`src/rtl/voter_pkg.sv`:
```
// Shared constants and types for the three-input majority voter.
package voter_pkg;

  // Number of voters on the panel (a, b, c).
  localparam int VOTERS = 3;

  // Default width of the rounds-voted / rounds-passed statistics counters.
  localparam int CNT_W_DEFAULT = 8;

  // Number of yes votes in a round, 0..3.
  typedef logic [1:0] yes_count_t;

  // Per-voter vote vector, bit0 = a, bit1 = b, bit2 = c.
  typedef logic [VOTERS-1:0] votes_t;

endpackage

```
`src/rtl/majority3.sv`:
```
// Combinational majority-of-three and yes-vote population count.
module majority3
  import voter_pkg::*;
(
  input  logic       a,
  input  logic       b,
  input  logic       c,
  output logic       maj,
  output yes_count_t cnt
);

  // Count is formed at 2-bit width so 1+1+1 = 3 never overflows.
  always_comb begin
    cnt = yes_count_t'({1'b0, a}) + yes_count_t'({1'b0, b}) + yes_count_t'({1'b0, c});
    maj = (a & b) | (a & c) | (b & c);
  end

endmodule

```
`src/rtl/voter3.sv`:
```
// Three-input majority voter driving board LEDs, with saturating
// rounds-voted and rounds-passed statistics counters. No handshake:
// every clock edge out of reset is a voting round.
module voter3
  import voter_pkg::*;
#(
  parameter int CNT_W = CNT_W_DEFAULT
) (
  input  logic             CLK,
  input  logic             RST,
  input  logic             a,
  input  logic             b,
  input  logic             c,
  output votes_t           num_led,
  output logic             result_led,
  output yes_count_t       yes_count,
  output logic [CNT_W-1:0] vote_cnt,
  output logic [CNT_W-1:0] pass_cnt
);

  localparam logic [CNT_W-1:0] CNT_MAX = {CNT_W{1'b1}};
  localparam logic [CNT_W-1:0] CNT_ONE = CNT_W'(1);

  logic             maj_next;
  yes_count_t       cnt_next;
  logic [CNT_W-1:0] vote_cnt_next;
  logic [CNT_W-1:0] pass_cnt_next;

  majority3 u_majority3 (
    .a   (a),
    .b   (b),
    .c   (c),
    .maj (maj_next),
    .cnt (cnt_next)
  );

  // Saturating next values; each counter holds at all-ones independently.
  always_comb begin
    vote_cnt_next = vote_cnt;
    pass_cnt_next = pass_cnt;
    if (vote_cnt != CNT_MAX) begin
      vote_cnt_next = vote_cnt + CNT_ONE;
    end
    if (maj_next && (pass_cnt != CNT_MAX)) begin
      pass_cnt_next = pass_cnt + CNT_ONE;
    end
  end

  // Register the round: reset wins over sampling in the same cycle.
  always_ff @(posedge CLK) begin
    if (RST) begin
      num_led    <= '0;
      result_led <= 1'b0;
      yes_count  <= '0;
      vote_cnt   <= '0;
      pass_cnt   <= '0;
    end else begin
      num_led    <= {c, b, a};
      result_led <= maj_next;
      yes_count  <= cnt_next;
      vote_cnt   <= vote_cnt_next;
      pass_cnt   <= pass_cnt_next;
    end
  end

endmodule

```
`config.mk`:
```
export PLATFORM = sky130hd
export DESIGN_NAME = voter3
export DESIGN_NICKNAME = d
export VERILOG_FILES = /design/src/rtl/voter_pkg.sv /design/src/rtl/majority3.sv /design/src/rtl/voter3.sv
export SDC_FILE = /design/constraint.sdc
export NUM_CORES = 1
export LEC_CHECK = 0
export ABC_AREA = 1
export ABC_CLOCK_PERIOD_IN_PS = 1500
export CAP_MARGIN = 20
export CORE_MARGIN = 10
export CORE_UTILIZATION = 50
export CTS_BUF_LIST = sky130_fd_sc_hd__clkbuf_4
export DETAILED_ROUTE_END_ITERATION = 6
export MAX_ROUTING_LAYER = met4
export PLACE_DENSITY = 0.81
export SYNTH_ARGS = -nofsm -noshare
export SYNTH_HDL_FRONTEND = slang
export SYNTH_HIERARCHICAL = 1
export SYNTH_SLANG_ARGS = --single-unit
```
`constraint.sdc`:
```
create_clock -name CLK -period 1.5 [get_ports CLK]
set_input_delay 0.225 -clock CLK [delete_from_list [all_inputs] [get_ports CLK]]
set_output_delay 0.225 -clock CLK [all_outputs]
set_load 0.02 [all_outputs]
```
==> results.py <==
metrics = {
    "critical_path": {
        "reg2reg_from": "pass_cnt[0]",
        "worst_setup_path_start_kind": "flop",
        "rrSetupSlack_ps": 170,
        "crit_buf_inv": 1,
        "cp-end-kind": "output pin",
        "cp.required_ps": 1270,
        "cp.arrival_ps": 1240,
        "cp-startpoint": "num_led[0]",
        "slowest_delay_ps": 600,
        "path_cells": "clkdlybuf4s50_1",
        "worstPathMaxFanout": 1,
        "cp_slowest_cell": "clkdlybuf4s50_1",
        "reg2reg_depth": 6,
        "worst_r2r_endpoint": "pass_cnt[3]",
        "cp_num_cells": 1,
        "worstSetupPathType": "reg2out",
        "path_delay_family": "buffers and inverters",
        "cp-endpoint": "num_led[0]",
    },
    "finish": {
        "n_fill_cell": 172,
        "drive_gt1_frac": 0.141,
        "utilization": 0.700,
        "multi_input_area_um2": 527,
        "finalInstanceArea_um2": 1420,
        "syn2layout_area_growth_pct": 30.6,
        "insertedDiodeCount": 0,
        "final_nets": 186,
        "seqCellArea_um2": 440,
    },
    "routing": {
        "drc": 0,
        "viasPerCell": 4.91,
        "dr.pass1.iters": 4,
        "vias": 1001,
        "wl_per_cell_um": 11.8,
        "routed_wl_um": 2410,
        "initialDrtViolationCount": 24,
        "ant_nets": 0,
    },
    "run": {
        "maxCapViolCount": 0,
    },
    "place": {
        "port_buffers": 26,
        "hpwl_um": 1810,
        "gp_congestion": 0.832,
        "pre_cts_ws_ps": -312,
        "dpl_cell_area_um2": 1370,
    },
    "logic_synthesis": {
        "postSynthAreaPerCell_um2": 7.38,
        "ys_ff_latch": 22,
        "synth_seq_area_share": 0.406,
        "yosys-top-cells-area": "dfxtp_1 41%, nor2_1 9.3%, nand2_1 9.0%",
        "synth_top_area_cell": "dfxtp_1",
        "synth_ff_type": "dfxtp_1",
        "synthCells": 147,
        "synth_edf_count": 0,
        "syn_nets": 155,
        "synthDistinctLibCells": 26,
        "synth.cell_area_um2": 1080,
        "synthArstFlopShare": 0,
        "synth.top_cell.area_share": 0.406,
        "yosysWarnings": 6,
    },
    "floorplan": {
        "ios": 27,
        "die_area_um2": 4430,
        "start_util": 0.537,
        "die_height_um": 66.6,
        "core_um2": 2020,
        "die_x_um": 66.6,
        "row_count": 16,
    },
    "global_route": {
        "track_usage": 0.115,
        "first_global_vias": 968,
        "grt_max_degree": 14,
        "grt_pass1_wl_um": 4020,
        "overflow": 0,
        "antenna_found_initial": 0,
    },
    "clocking": {
        "cts_root_buf": "clkbuf_4",
        "numClockSinks": 22,
        "htreeDepth": 1,
        "cts_buffers": 3,
        "clk_latency_ps": 310,
        "tritoncts": "yes",
        "cts_hold_buf": 0,
        "clkTransAtPathRegs_ps": 130,
        "max-clock-path-buffers": 2,
    },
    "sta": {
        "layout_min_cycle_time_ps": 1460,
        "finalSetupViolCount": 0,
        "whs_ps": 489,
        "min_period_over_period": 0.976,
        "tightest_slew_ps": 385,
        "slew_headroom": 0.743,
        "setup_ws_ps": 35.4,
        "max_clock_freq_ghz": 0.683,
        "rsz0062_at_grt": "false",
        "hold_violations": 0,
        "slew_violations": 0,
        "clock_skew_ps": 10.4,
    },
    "min_path": {
        "min_path_cells": 3,
        "hold_path.class": "in2reg",
    },
    "power_and_ir_drop": {
        "powerDensity_nw_per_um2": 874,
        "total_power_mw": 1.24,
        "vdd_drop_max_mv": 0.621,
        "p_leak_nw": 0.740,
    },
    "status": {
        "outcome": "complete, no violations",
    },
}
-- layout by cell type (no fill, tap or decap), types with 3 or more instances in the layout --
cell type,count
nand2_2,4
dfxtp_1,22
dlygate4sd2_1,16
a21oi_1,8
nor2_4,3
nor2_1,27
clkdlybuf4s50_1,9
clkbuf_4,3
buf_4,4
nand2_1,26
nand3_1,10
inv_1,21
-- stage by stage --
step / instances / TNS (ps)
after global placement: 199 / -1890
after CTS: 203 / 0
after floorplan: 147 / 0
final: 204 / 0
after global routing: 204 / 0
after detailed placement: 199 / -2280
-- how the worst min path moves through the flow --
| stage | slack [ps] | end | from |
|---|---|---|---|
| finish | 490 | num_led[2] | c |
| detailed placement | 520 | vote_cnt[3] | vote_cnt[3] |
| global route | 510 | num_led[2] | c |
| global placement | 520 | vote_cnt[3] | vote_cnt[3] |
| CTS | 470 | num_led[2] | c |
| floorplan | 330 | num_led[0] | a |
-- state kept, by name, summed over array words and instances (netlist names) --
register    cells
result_led      1
num_led         3
vote_cnt        8
pass_cnt        8
yes_count       2
-- metal layers --
layer,part of all wire,track usage,vias up
met3,0.058,0.0268,6
met5,0,-,-
met2,0.52,0.203,26
met4,0.016,0.0471,0
li1,-,-,515
met1,0.41,0.120,454
-- area by class of cell --
type / instances / area share
multi-input combinational: 97 / 0.372
sequential: 22 / 0.311
timing repair buffer: 30 / 0.193
inverter: 24 / 0.0636
tap: 27 / 0.0239
clock inverter: 1 / 0.0212
clock buffer: 3 / 0.0159
-- timing repair --
item | 4_1_cts | 5_1_grt
setup buffers | 0 | 1
endpoints found under the setup margin | 17 | 2
resized for setup | 17 | 1
pin swaps | 0 | 1
-- cells by family (layout without fill, tap and decap cells) --
kind of cell,Yosys count,after routing,share of synthesized area
compound gates,15,15,0.0738
fa+ha+maj,3,3,0.0415
buf+inv,28,58,0.111
flops,22,22,0.406
simple gates,79,79,0.368
-- cells in the mapped netlist, types with 3 or more instances --
cell and n:
a21oi_1 8, dfxtp_1 22, inv_1 21, nand2_1 26, nand2_2 4, nand3_1 10
nor2_1 27, nor2_4 3
-- report_power, final --
group / switching [mW] / internal [mW] / total, mW
clock network: 0.180 / 0.270 / 0.450
logic: 0.0874 / 0.0731 / 0.160
registers: 0.0184 / 0.608 / 0.626
total: 0.286 / 0.951 / 1.24
Note: power is estimated with default switching activity, not from simulation.
